==> src/rtl/boss_pkg.sv <==
// Shared constants, state and phase encodings for the boss hit-point tracker.
// Optional regeneration is enabled by defining BOSS_HEAL_EN.
package boss_pkg;

    localparam int HP_W  = 10;
    localparam int CNT_W = 6;

    localparam int BOSS_HP_MAX    = 450;
    localparam int BOSS_THR_HIGH  = 300;
    localparam int BOSS_THR_LOW   = 150;
    localparam int BOSS_DMG       = 10;
    localparam int BOSS_BOX_W     = 64;
    localparam int BOSS_BOX_H     = 48;
    localparam int BOSS_INV_HIT   = 8;
    localparam int BOSS_INV_PHASE = 32;

    localparam int HEAL_QUIET  = 64;
    localparam int HEAL_PERIOD = 16;

    typedef enum logic [1:0] {
        ST_IDLE   = 2'd0,
        ST_ACTIVE = 2'd1,
        ST_INVULN = 2'd2,
        ST_DEAD   = 2'd3
    } state_t;

    typedef enum logic [1:0] {
        PH_HIGH = 2'd0,
        PH_MID  = 2'd1,
        PH_LOW  = 2'd2,
        PH_DEAD = 2'd3
    } phase_t;

    function automatic phase_t hp_phase(input logic [HP_W-1:0] hp);
        phase_t ph;
        if (hp == '0)
            ph = PH_DEAD;
        else if (hp > HP_W'(BOSS_THR_HIGH))
            ph = PH_HIGH;
        else if (hp > HP_W'(BOSS_THR_LOW))
            ph = PH_MID;
        else
            ph = PH_LOW;
        return ph;
    endfunction

endpackage

==> src/rtl/boss_hitbox.sv <==
// Combinational bullet-versus-box overlap test; right/bottom edges use 11-bit sums
// so a box near the screen edge never wraps around.
module boss_hitbox
    import boss_pkg::*;
#(
    parameter int BOX_W = BOSS_BOX_W,
    parameter int BOX_H = BOSS_BOX_H
) (
    input  logic        valid,
    input  logic [9:0]  px,
    input  logic [9:0]  py,
    input  logic [9:0]  bx,
    input  logic [9:0]  by,
    output logic        hit
);

    logic [10:0] right;
    logic [10:0] bottom;
    logic        in_x;
    logic        in_y;

    assign right  = {1'b0, bx} + 11'(BOX_W);
    assign bottom = {1'b0, by} + 11'(BOX_H);

    assign in_x = ({1'b0, px} >= {1'b0, bx}) && ({1'b0, px} < right);
    assign in_y = ({1'b0, py} >= {1'b0, by}) && ({1'b0, py} < bottom);

    assign hit = valid && in_x && in_y;

endmodule

==> src/rtl/boss_health.sv <==
// Boss hit-point tracker: registers hits, runs invulnerability windows, flags defeat.
// Defining BOSS_HEAL_EN adds slow regeneration while the boss sits in phase 2.
module boss_health
    import boss_pkg::*;
#(
    parameter int HP_MAX    = BOSS_HP_MAX,
    parameter int DMG       = BOSS_DMG,
    parameter int BOX_W     = BOSS_BOX_W,
    parameter int BOX_H     = BOSS_BOX_H,
    parameter int INV_HIT   = BOSS_INV_HIT,
    parameter int INV_PHASE = BOSS_INV_PHASE
) (
    input  logic        clk22,
    input  logic        rst,
    input  logic        gamestart,
    input  logic        boss,
    input  logic [9:0]  bossx,
    input  logic [9:0]  bossy,
    input  logic        bulvalid,
    input  logic [9:0]  bulx,
    input  logic [9:0]  buly,
    output logic [9:0]  bosshp,
    output logic [1:0]  phase,
    output logic        hit_ack,
    output logic        invuln,
    output logic        bossdead
);

    state_t              state;
    state_t              state_nx;
    logic [HP_W-1:0]     hp_nx;
    logic [HP_W-1:0]     hit_hp;
    logic [CNT_W-1:0]    cnt;
    logic [CNT_W-1:0]    cnt_nx;
    logic                ack_nx;
    logic                dead_nx;
    logic                overlap;
    logic                crossed;
    logic                restart;

    assign restart = rst || gamestart;

    boss_hitbox #(
        .BOX_W (BOX_W),
        .BOX_H (BOX_H)
    ) u_hitbox (
        .valid (bulvalid),
        .px    (bulx),
        .py    (buly),
        .bx    (bossx),
        .by    (bossy),
        .hit   (overlap)
    );

    assign hit_hp  = (bosshp <= HP_W'(DMG)) ? '0 : bosshp - HP_W'(DMG);
    assign crossed = ((bosshp > HP_W'(BOSS_THR_HIGH)) && (hit_hp <= HP_W'(BOSS_THR_HIGH))) ||
                     ((bosshp > HP_W'(BOSS_THR_LOW))  && (hit_hp <= HP_W'(BOSS_THR_LOW)));

`ifdef BOSS_HEAL_EN
    logic [6:0] quiet_cnt;
    logic [3:0] heal_cnt;
    logic       quiet_ok;
    logic       heal_due;

    assign quiet_ok = (state == ST_ACTIVE) && boss && !overlap && (hp_phase(bosshp) == PH_LOW);
    assign heal_due = quiet_ok && (quiet_cnt == 7'(HEAL_QUIET)) && (heal_cnt == 4'(HEAL_PERIOD - 1));

    // Quiet-time counter saturates at 64, then the period counter paces each +1 HP.
    always_ff @(posedge clk22) begin
        if (restart || !quiet_ok) begin
            quiet_cnt <= '0;
            heal_cnt  <= '0;
        end else if (quiet_cnt < 7'(HEAL_QUIET)) begin
            quiet_cnt <= quiet_cnt + 7'd1;
        end else begin
            heal_cnt <= heal_cnt + 4'd1;
        end
    end
`endif

    always_comb begin
        state_nx = state;
        hp_nx    = bosshp;
        cnt_nx   = cnt;
        ack_nx   = 1'b0;
        dead_nx  = 1'b0;
        case (state)
            ST_IDLE: begin
                if (boss)
                    state_nx = ST_ACTIVE;
            end
            ST_ACTIVE: begin
                if (!boss) begin
                    state_nx = ST_IDLE;
                end else if (overlap) begin
                    ack_nx = 1'b1;
                    hp_nx  = hit_hp;
                    if (hit_hp == '0) begin
                        state_nx = ST_DEAD;
                        dead_nx  = 1'b1;
                    end else if (crossed) begin
                        state_nx = ST_INVULN;
                        cnt_nx   = CNT_W'(INV_PHASE - 1);
                    end else begin
                        state_nx = ST_INVULN;
                        cnt_nx   = CNT_W'(INV_HIT - 1);
                    end
                end else begin
`ifdef BOSS_HEAL_EN
                    if (heal_due && (bosshp < HP_W'(BOSS_THR_LOW)))
                        hp_nx = bosshp + HP_W'(1);
`endif
                end
            end
            ST_INVULN: begin
                if (!boss) begin
                    state_nx = ST_IDLE;
                    cnt_nx   = '0;
                end else begin
                    ack_nx = overlap;
                    if (cnt == '0)
                        state_nx = ST_ACTIVE;
                    else
                        cnt_nx = cnt - CNT_W'(1);
                end
            end
            ST_DEAD: begin
                hp_nx = '0;
            end
            default: begin
                state_nx = ST_IDLE;
            end
        endcase
    end

    // Phase and invuln follow the next-state values so they line up with bosshp.
    always_ff @(posedge clk22) begin
        if (restart) begin
            state    <= ST_IDLE;
            bosshp   <= HP_W'(HP_MAX);
            cnt      <= '0;
            phase    <= hp_phase(HP_W'(HP_MAX));
            hit_ack  <= 1'b0;
            invuln   <= 1'b0;
            bossdead <= 1'b0;
        end else begin
            state    <= state_nx;
            bosshp   <= hp_nx;
            cnt      <= cnt_nx;
            phase    <= (state_nx == ST_DEAD) ? PH_DEAD : hp_phase(hp_nx);
            hit_ack  <= ack_nx;
            invuln   <= (state_nx == ST_INVULN);
            bossdead <= dead_nx;
        end
    end

endmodule

==> config.mk <==
export PLATFORM = sky130hd
export DESIGN_NAME = boss_health
export DESIGN_NICKNAME = d
export VERILOG_FILES = /design/src/rtl/boss_pkg.sv /design/src/rtl/boss_hitbox.sv /design/src/rtl/boss_health.sv
export SDC_FILE = /design/constraint.sdc
export NUM_CORES = 1
export LEC_CHECK = 0
export CORE_UTILIZATION = 44
export DETAILED_ROUTE_END_ITERATION = 8
export GPL_TIMING_DRIVEN = 0
export PLACE_DENSITY_LB_ADDON = 0.2
export SKIP_CTS_REPAIR_TIMING = 1
export SLEW_MARGIN = 5
export SYNTH_ARGS = -nofsm -noshare
export SYNTH_HDL_FRONTEND = slang
export SYNTH_SLANG_ARGS = --single-unit
export TNS_END_PERCENT = 30
==> constraint.sdc <==
create_clock -name clk22 -period 6.56 [get_ports clk22]
set_input_delay 1.312 -clock clk22 [delete_from_list [all_inputs] [get_ports clk22]]
set_output_delay 1.312 -clock clk22 [all_outputs]
set_load 0.1 [all_outputs]
==> impl_metrics.env, run 1 <==
export IMPL_status="finished, final reports clean"
export IMPL_dieArea_sq_um=6280
export IMPL_die_h_microns=79.3
export IMPL_seq_area_frac_synth_pct=17.5
export IMPL_final_common_cell="clkdlybuf4s50_1"
export IMPL_num_vias=2754
export IMPL_grt_max_degree=13
export IMPL_die_x_microns=79.3
export IMPL_design_core_area_sq_um=5640
export IMPL_synth_xor_area_share_pct=2.67
export IMPL_clock_latency_ns=0.27
export IMPL_ys_async_sr_fraction_pct=0
export IMPL_setup_tns_final_ns=0
export IMPL_period_share_pct=78.3
export IMPL_netlist_instances=349
export IMPL_cp_arrival_ns=5.27
export IMPL_cp_cell_sequence="clkdlybuf4s50_1, inv_1, ha_1, nor3_4, xnor2_1, ha_1, a21o_1, a21oi_1, a31oi_1, a2111oi_4, nand3_1, a2111oi_0, a31oi_2, a2111oi_0, or4_1, o221ai_1"
export IMPL_root_buffer="clkbuf_8"
export IMPL_tightest_slew_ns=0.991
export IMPL_p_per_area_nw_per_um2=99.9
export IMPL_path_clk_slew_ns=0.08
export IMPL_drc=0
export IMPL_worst_clock_skew_ns=0.0102
export IMPL_p_clk_share_pct=27.4
export IMPL_drt_total_wl_microns=6380
export IMPL_internal_power_uw=238
export IMPL_ys_ff_latch=23
export IMPL_r2r_start="bosshp[3]"
export IMPL_synth_top_family_by_area="compound AO/OA/AOI/OAI gates"
export IMPL_synth_area_sq_um=2630
export IMPL_yosysWarnings=0
export IMPL_fmax_mhz=195
export IMPL_grt_overflow=0
export IMPL_io_buffers=59
export IMPL_synth_edf_count=0
export IMPL_ant_nets=0
export IMPL_drt_iter0_markers=191
export IMPL_synth_simple_area_share_pct=25.3
export IMPL_reg2reg_depth=9
export IMPL_cts_max_level=1
export IMPL_final_max_slew_viol_count=0
export IMPL_final_cell_mix="clkdlybuf4s50_1, ha_1, a21oi_1, inv_1, nor2_1"
export IMPL_total_leakage_power_uw=0.00142
export IMPL_grt_pass1_wl_microns=11100
export IMPL_start_util_pct=46.6
export IMPL_grt_use_total_pct=21.3
export IMPL_path_max_fanout=4
export IMPL_synth_main_ff_cell="dfxtp_1"
export IMPL_fin_crit_ns=5.13
export IMPL_synth_fa_ha_area_share_pct=19.5
export IMPL_clockBufferDepth=2
export IMPL_worstSetupPathType="in2reg"
export IMPL_cts_tree="yes"
export IMPL_synth_mux_area_share_pct=2.10
export IMPL_hold_path_depth=2
export IMPL_crit_path_max_incr_delay_ns=0.57
export IMPL_firstDrtPassIters=4
export IMPL_r2r_end="phase[0]"
export IMPL_hold_end="cnt[1]"
export IMPL_p_comb_share_pct=30.8
export IMPL_p_sw_uw=96.6
export IMPL_clock_sinks=23
export IMPL_grt_pass1_vias=2665
export IMPL_hold_viol_final=0
export IMPL_regToRegSetupSlack_ns=3.54
export IMPL_cp_slowest_cell="a2111oi_0"
export IMPL_synth_area_per_cell_sq_um=7.53
export IMPL_syn_num_nets=435
export IMPL_slew_headroom_pct=33.7
export IMPL_syn_to_final_growth_pct=27.6
export IMPL_pin_count=60
export IMPL_finalSetupViolCount=0
export IMPL_hold_class="reg2reg"
export IMPL_dp_hpwl_microns=5270
export IMPL_p_seq_share_pct=41.9
export IMPL_maxCapViolCount=0
export IMPL_whs_ns=0.472
export IMPL_min_from="cnt[1]"
export IMPL_antenna_found_initial=0
export IMPL_drive_gt1_share_pct=3.88
export IMPL_via_per_inst=5.69
export IMPL_worstPathRequired_ns=6.69
export IMPL_vdd_ir_drop_worst_mv=0.0808
export IMPL_cts_buffers=3
export IMPL_endpoint_kind="flop"
export IMPL_antenna_cells=0
export IMPL_gp_congestion=0.872
export IMPL_yosysUniqueCellTypes=61
export IMPL_start_kind="primary input"
export IMPL_rsz0062_at_grt="no"
export IMPL_synth_compound_area_share_pct=26.5
export IMPL_wl_per_cell_microns=13.2
export IMPL_final_nets=499
export IMPL_swShare_pct=28.9
export IMPL_rows=27
-- Yosys cell counts (all sizes together), types with 4 or more instances --
master,n,area share (%)
ha,41,20
inv,34,4.9
a21oi,32,6.1
nor2,28,4.3
nand2,24,3.7
dfxtp,23,18
o21ai,23,4.4
nand3,13,2.5
a31oi,10,2.6
a211oi,7,2.0
nand4,7,1.7
nor2b,7,1.7
or3,7,1.7
clkbuf,6,0.86
nor3,6,1.6
nor4,6,1.4
xnor2,6,2.0
and2,5,1.2
a2111oi,4,2.0
and3,4,1.1
mux2i,4,1.5
nand2b,4,0.95
-- area by class of cell --
class | count | area (sq um)
fillers | 552 | 2290
multi-input cells | 283 | 2000
repair buffers | 59 | 591
flip-flops and latches | 23 | 460
inverters | 34 | 128
well taps | 72 | 90.1
clock buffers | 4 | 45.0
plain buffers | 9 | 38.8
-- cells by family (layout without fill, tap and decap cells) --
logic type / Yosys count / after routing
xor+xnor: 8 / 8
simple gates: 123 / 123
fa+ha+maj: 41 / 41
buf+inv: 43 / 106
flops: 23 / 23
compound gates: 106 / 106
mux: 5 / 5
-- power by group through the flow --
stage | registers, uW | logic [uW] | clock network [uW]
final | 140 | 103 | 91.7
after global routing | 140 | 119 | 97.1
after CTS | 140 | 104 | 91.8
after detailed placement | 144 | 103 | 0
after global placement | 144 | 100 | 0
after floorplan | 144 | 59.1 | 0
-- worst max-delay path by stage --
stage                     slack, ns  endpoint  startpoint
after floorplan                2.33  phase[0]    bossy[4]
after global placement         1.33  phase[0]    bossy[4]
after detailed placement       1.37  phase[0]    bossy[4]
after CTS                      1.61  phase[0]    bossy[4]
after global routing           1.17  phase[0]    bossy[4]
final                          1.43  phase[0]    bossy[4]
-- worst max-delay path: cells and delay by family --
family / cells / cell delay, ns
compound gates: 8 / 2.04
simple gates: 3 / 0.62
buf+inv: 2 / 0.61
fa+ha+maj: 2 / 0.53
xor+xnor: 1 / 0.16
-- sequential cells by signal (all words and copies together), names as in the netlist --
| name | cells |
|---|---|
| bosshp | 10 |
| phase | 2 |
| state | 2 |
| bossdead | 1 |
| invuln | 1 |
| cnt | 6 |
| hit_ack | 1 |
-- layer usage --
layer | track usage, % | routed length (microns) | vias to the layer above
li1 | - | - | 1404
met1 | 25.6 | 2910 | 1252
met2 | 39.7 | 3100 | 92
met3 | 2.41 | 313 | 6
met4 | 5.09 | 61 | 0
met5 | 0 | 0 | -
-- through the flow --
stage / cells / power, uW / cell area, sq um / utilization, % / setup slack (ns)
after floorplan: 349 / 203 / 2630 / - / 2.33
after global placement: 480 / 244 / 3310 / 58.6 / 1.33
after detailed placement: 480 / 247 / 3310 / 58.6 / 1.37
after CTS: 484 / 336 / 3350 / 59.4 / 1.61
after global routing: 484 / 356 / 3350 / 59.4 / 1.17
final: 484 / 335 / 3350 / 59.4 / 1.43
No activity file was read; power rests on OpenSTA's default activity.
==> run 2, diff against run 1 <==
Clock period 6.56 ns to 4.14 ns, I/O delays scaled along.
==> impl_metrics.env, run 2 (synthesis gave the netlist of run 1 again) <==
export IMPL_antenna_found_initial=0
export IMPL_p_comb_share_pct=32.0
export IMPL_antenna_cells=0
export IMPL_p_per_area_nw_per_um2=153
export IMPL_clockBufferDepth=2
export IMPL_final_cell_mix="clkdlybuf4s50_1, ha_1, a21oi_1, inv_1, nor2_1"
export IMPL_period_share_pct=96.3
export IMPL_path_depth=16
export IMPL_final_max_slew_viol_count=0
export IMPL_crit_top_cell="a2111oi_4"
export IMPL_n_fill_cell=521
export IMPL_vdd_ir_drop_worst_mv=0.121
export IMPL_swShare_pct=29.2
export IMPL_status="finished, final reports clean"
export IMPL_clock_latency_ns=0.27
export IMPL_regToRegSetupSlack_ns=1.22
export IMPL_hold_class="reg2reg"
export IMPL_maxCapViolCount=0
export IMPL_crit_start="bossy[6]"
export IMPL_place_ws_ns=-0.569
export IMPL_cp_cell_sequence="clkdlybuf4s50_1, inv_2, nor3_4, xnor2_2, ha_1, a21o_1, a21oi_2, a31oi_2, a2111oi_4, and3_4, buf_4, nand4_1, nand2_2, a2111oi_4, or4_1, o221ai_1"
export IMPL_final_nets=503
export IMPL_crit_end="phase[0]"
export IMPL_drt_iter0_markers=261
export IMPL_p_seq_share_pct=41.3
export IMPL_grt_overflow=0
export IMPL_worst_clock_skew_ns=0.0117
export IMPL_largest_reg_flops=10
export IMPL_slew_headroom_pct=33.6
export IMPL_rows=27
export IMPL_design_core_area_sq_um=5640
export IMPL_cts_max_level=1
export IMPL_design_power_total_uw=539
export IMPL_cp_arrival_ns=4.17
export IMPL_tightest_slew_ns=0.993
export IMPL_grt_pass1_wl_microns=11100
export IMPL_path_clk_slew_ns=0.08
export IMPL_p_sw_uw=157
export IMPL_die_x_microns=79.3
export IMPL_num_vias=2830
export IMPL_cp_top_family="simple AND/OR/NAND/NOR gates"
export IMPL_setup_ws_ns=0.155
export IMPL_dp_hpwl_microns=5270
export IMPL_clock_sinks=23
export IMPL_crit_path_max_incr_delay_ns=0.55
export IMPL_total_leakage_power_uw=0.00145
export IMPL_top_register="bosshp"
export IMPL_syn_to_final_growth_pct=33.6
export IMPL_worstSetupPathType="in2reg"
export IMPL_multi_input_area_sq_um=2120
export IMPL_wl_per_cell_microns=13.7
export IMPL_cp_slowest_cell="clkdlybuf4s50_1"
export IMPL_io_buffers=59
export IMPL_die_h_microns=79.3
export IMPL_internal_power_uw=382
export IMPL_gp_congestion=0.872
export IMPL_final_common_cell="clkdlybuf4s50_1"
export IMPL_r2r_start="bosshp[4]"
export IMPL_start_kind="primary input"
export IMPL_ant_nets=0
export IMPL_cts_tree="yes"
export IMPL_r2r_end="cnt[2]"
export IMPL_drt_total_wl_microns=6700
export IMPL_setup_tns_final_ns=0
export IMPL_drive_gt1_share_pct=8.41
export IMPL_fmax_mhz=251
export IMPL_cts_buffers=3
export IMPL_pin_count=60
export IMPL_dp_cells=480
export IMPL_path_buf_inv=3
export IMPL_grt_pass1_vias=2665
export IMPL_endpoint_kind="flop"
export IMPL_fin_crit_ns=3.99
export IMPL_drc=0
export IMPL_p_clk_share_pct=26.8
export IMPL_start_util_pct=46.6
export IMPL_finalSetupViolCount=0
export IMPL_worstPathRequired_ns=4.32
export IMPL_top_regs="bosshp: 10 flops, cnt: 6 flops"
export IMPL_hold_viol_final=0
export IMPL_via_per_inst=5.80
export IMPL_firstDrtPassIters=5
export IMPL_ff_latch_area_sq_um=460
export IMPL_grt_max_degree=13
export IMPL_root_buffer="clkbuf_8"
export IMPL_reg2reg_depth=11
export IMPL_path_max_fanout=10
export IMPL_grt_use_total_pct=21.3
export IMPL_dieArea_sq_um=6280
export IMPL_layout_cells_non_filler=488
==> run 2: changes by cell type in the layout (fill, tap and decap cells not counted), moves of 2 or more <==
cell / delta
a2111oi_0: -2
a31oi_1: -3
a31oi_2: +2
buf_4: +4
clkdlybuf4s50_1: -2
dlymetal6s2s_1: +2
mux2i_1: -2
==> run 2: per-layer routing <==
| layer | GRT usage [%] | part of all wire (%) |
|---|---|---|
| met1 | 25.6 | 45 |
| met2 | 39.7 | 48 |
| met3 | 2.41 | 5.0 |
| met4 | 5.09 | 2.5 |
| met5 | 0 | 0 |
==> run 2: worst min path at each step <==
stage	startpoint	to	cells past startpoint	slack [ns]
floorplan	cnt[1]	cnt[1]	2	0.44
global placement	cnt[5]	cnt[5]	2	0.46
detailed placement	cnt[1]	cnt[1]	2	0.46
CTS	cnt[1]	cnt[1]	2	0.47
global route	cnt[1]	cnt[1]	2	0.51
finish	cnt[1]	cnt[1]	2	0.47
==> run 2: stage by stage <==
stage               util [%]  area [sq um]  hold slack [ns]
global route            62.2          3510            0.506
global placement        58.6          3310            0.461
floorplan                  -          2630            0.445
detailed placement      58.6          3310            0.464
CTS                     59.4          3350            0.474
finish                  62.2          3510            0.471
==> run 2: power by group through the flow <==
stage                     sequential (uW)  clock (uW)  combinational (uW)
final                                 222         144                 172
after global routing                  222         154                 197
after detailed placement              227           0                 164
after floorplan                       228           0                93.6
after global placement                227           0                 159
after CTS                             222         146                 165
==> run 2: worst reg2reg max path, stage by stage, from the launching register on <==
cell	delay, ns
dfxtp_1	0.32
clkbuf_1	0.20
nor2_1	0.47
nand2_1	0.22
a211oi_1	0.32
a211oi_1	0.09
o21ai_1	0.29
a32oi_1	0.21
nor2_2	0.29
o21ai_1	0.12
a22oi_1	0.20
nor2_1	0.05
==> run 2: cell type report <==
class / count / area share (%)
Buffer: 9 / 1.28
Inverter: 34 / 3.64
Timing Repair Buffer: 63 / 17.8
Clock buffer: 4 / 1.28
Sequential cell: 23 / 13.1
Tap cell: 72 / 2.57
Multi-Input combinational cell: 283 / 60.3
==> run 3, diff against run 2 <==
Settings changed: CORE_UTILIZATION 44 to 33.
Clock period 4.14 ns to 3.3 ns, I/O delays scaled along.
==> impl_metrics.env, run 3 (synthesis gave the netlist of run 1 again) <==
export IMPL_path_buf_inv=2
export IMPL_antenna_cells=0
export IMPL_drc=0
export IMPL_cts_max_level=1
export IMPL_total_leakage_power_uw=0.00156
export IMPL_clock_sinks=23
export IMPL_antenna_found_initial=0
export IMPL_gp_congestion=0.885
export IMPL_setup_ws_ns=-0.333
export IMPL_vdd_ir_drop_worst_mv=0.0963
export IMPL_final_max_slew_viol_count=0
export IMPL_use_met3_pct=2.93
export IMPL_dp_hpwl_microns=5600
export IMPL_final_nets=514
export IMPL_p_per_area_nw_per_um2=185
export IMPL_hold_viol_final=0
export IMPL_drive_gt1_share_pct=16.9
export IMPL_firstDrtPassIters=4
export IMPL_drt_total_wl_microns=7380
export IMPL_violations="setup timing"
export IMPL_multi_input_area_sq_um=2240
export IMPL_finalSetupViolCount=5
export IMPL_clock_latency_ns=0.27
export IMPL_grt_max_degree=14
export IMPL_layout_cells_non_filler=529
export IMPL_fin_crit_ns=3.63
export IMPL_maxCapViolCount=0
export IMPL_grt_overflow=0
export IMPL_root_buffer="clkbuf_8"
export IMPL_crit_path_max_incr_delay_ns=0.42
export IMPL_fmax_mhz=275
export IMPL_grt_use_total_pct=16.9
export IMPL_dieArea_sq_um=8320
export IMPL_post_dp_cell_area_sq_um=3360
export IMPL_syn_to_final_growth_pct=44.3
export IMPL_pin_count=60
export IMPL_die_h_microns=91.2
export IMPL_hold_class="reg2reg"
export IMPL_endpoint_kind="flop"
export IMPL_n_fill_cell=776
export IMPL_path_max_fanout=7
export IMPL_cp_top_family="simple AND/OR/NAND/NOR gates"
export IMPL_grt_pass1_vias=2651
export IMPL_rows=32
export IMPL_top_register="bosshp"
export IMPL_path_clk_slew_ns=0.09
export IMPL_final_cell_mix="clkdlybuf4s50_1, ha_1, inv_1"
export IMPL_final_common_cell="clkdlybuf4s50_1"
export IMPL_slew_headroom_pct=32.8
export IMPL_die_x_microns=91.2
export IMPL_ff_latch_area_sq_um=460
export IMPL_wl_per_cell_microns=14.0
export IMPL_cp_cell_sequence="buf_8, inv_6, ha_4, nor3_4, xnor2_1, ha_1, a21o_1, a21oi_2, a31oi_2, a2111oi_4, and3_4, nand2_8, or3_4, a2bb2o_4, or4_4, o221ai_2"
export IMPL_clockBufferDepth=2
export IMPL_via_per_inst=5.38
export IMPL_top_regs="bosshp: 10 flops, cnt: 6 flops"
export IMPL_dp_cells=510
export IMPL_cp_slowest_cell="or3_4"
export IMPL_design_core_area_sq_um=7730
export IMPL_met2_usage_pct=29.6
export IMPL_drt_iter0_markers=95
export IMPL_start_util_pct=34.0
export IMPL_ant_nets=0
export IMPL_setup_tns_final_ns=-0.767
export IMPL_worstSetupPathType="in2reg"
export IMPL_worst_clock_skew_ns=0.00204
export IMPL_period_share_pct=110
export IMPL_rsz0062_at_grt="yes"
export IMPL_busiest_layer="met2"
export IMPL_grt_use_met1_pct=21.3
export IMPL_worstPathRequired_ns=3.50
export IMPL_stdcell_area_sq_um=3790
export IMPL_io_buffers=59
export IMPL_status="finished, violations left"
export IMPL_cts_tree="yes"
export IMPL_tightest_slew_ns=1.00
export IMPL_largest_reg_flops=10
export IMPL_start_kind="primary input"
export IMPL_num_vias=2847
export IMPL_cp_arrival_ns=3.83
export IMPL_grt_pass1_wl_microns=11800
export IMPL_cts_buffers=3
==> run 3: changes by cell type in the layout (fill, tap and decap cells not counted), moves of 2 or more <==
cell             change
a21oi_1              -6
a21oi_2              +6
dlymetal6s2s_1       +4
buf_4                +9
o21ai_2              +2
buf_8                +3
inv_6                +2
clkdlybuf4s50_1      -7
ha_4                 +3
o221ai_1             -2
o221ai_2             +2
ha_1                 -3
o21ai_1              -2
==> run 3: final timing paths <==
kind,startpoint,endpoint,slack [ns],cells past startpoint
worst min-delay path,cnt[1],cnt[1],0.50,2
worst max register to register,bosshp[4],phase[0],0.20,11
worst max-delay path,bossy[4],phase[0],-0.33,16
worst min register to register,cnt[1],cnt[1],0.50,2
==> run 3: through the flow <==
stage / hold slack [ns] / worst slack [ns] / power (uW) / utilization [%]
3_5_place_dp: 0.467 / -1.16 / 489 / 43.5
5_1_grt: 0.521 / -0.424 / 745 / 49.1
2_1_floorplan: 0.445 / -0.147 / 403 / -
3_3_place_gp: 0.463 / -1.11 / 487 / 43.5
6_report: 0.497 / -0.333 / 703 / 49.1
4_1_cts: 0.481 / -0.876 / 668 / 44.1
==> run 3: metal layers <==
layer	vias up	wire length [microns]
li1	1441	-
met1	1331	3340
met3	8	333
met5	-	0
met2	67	3570
met4	0	131
==> run 3: final cells by class <==
| cell class | instances | share of cell area, % |
|---|---|---|
| Tap cell | 102 | 3.37 |
| Multi-Input combinational cell | 283 | 59.1 |
| Clock inverter | 1 | 0.132 |
| Inverter | 34 | 3.63 |
| Sequential cell | 23 | 12.1 |
| Clock buffer | 3 | 1.09 |
| Timing Repair Buffer | 74 | 19.2 |
| Buffer | 9 | 1.39 |
==> run 3: tightest hold or removal path: stages, from the launching register on <==
cell,delay [ns]
dfxtp_1,0.34
nand2_1,0.07
a21oi_2,0.05
==> run 3: where the power goes <==
part           leakage (uW)  switching (uW)  internal [uW]
combinational       0.00135             113            130
clock             0.0000255            97.1           84.4
sequential         0.000185           0.879            278
total               0.00156             211            493
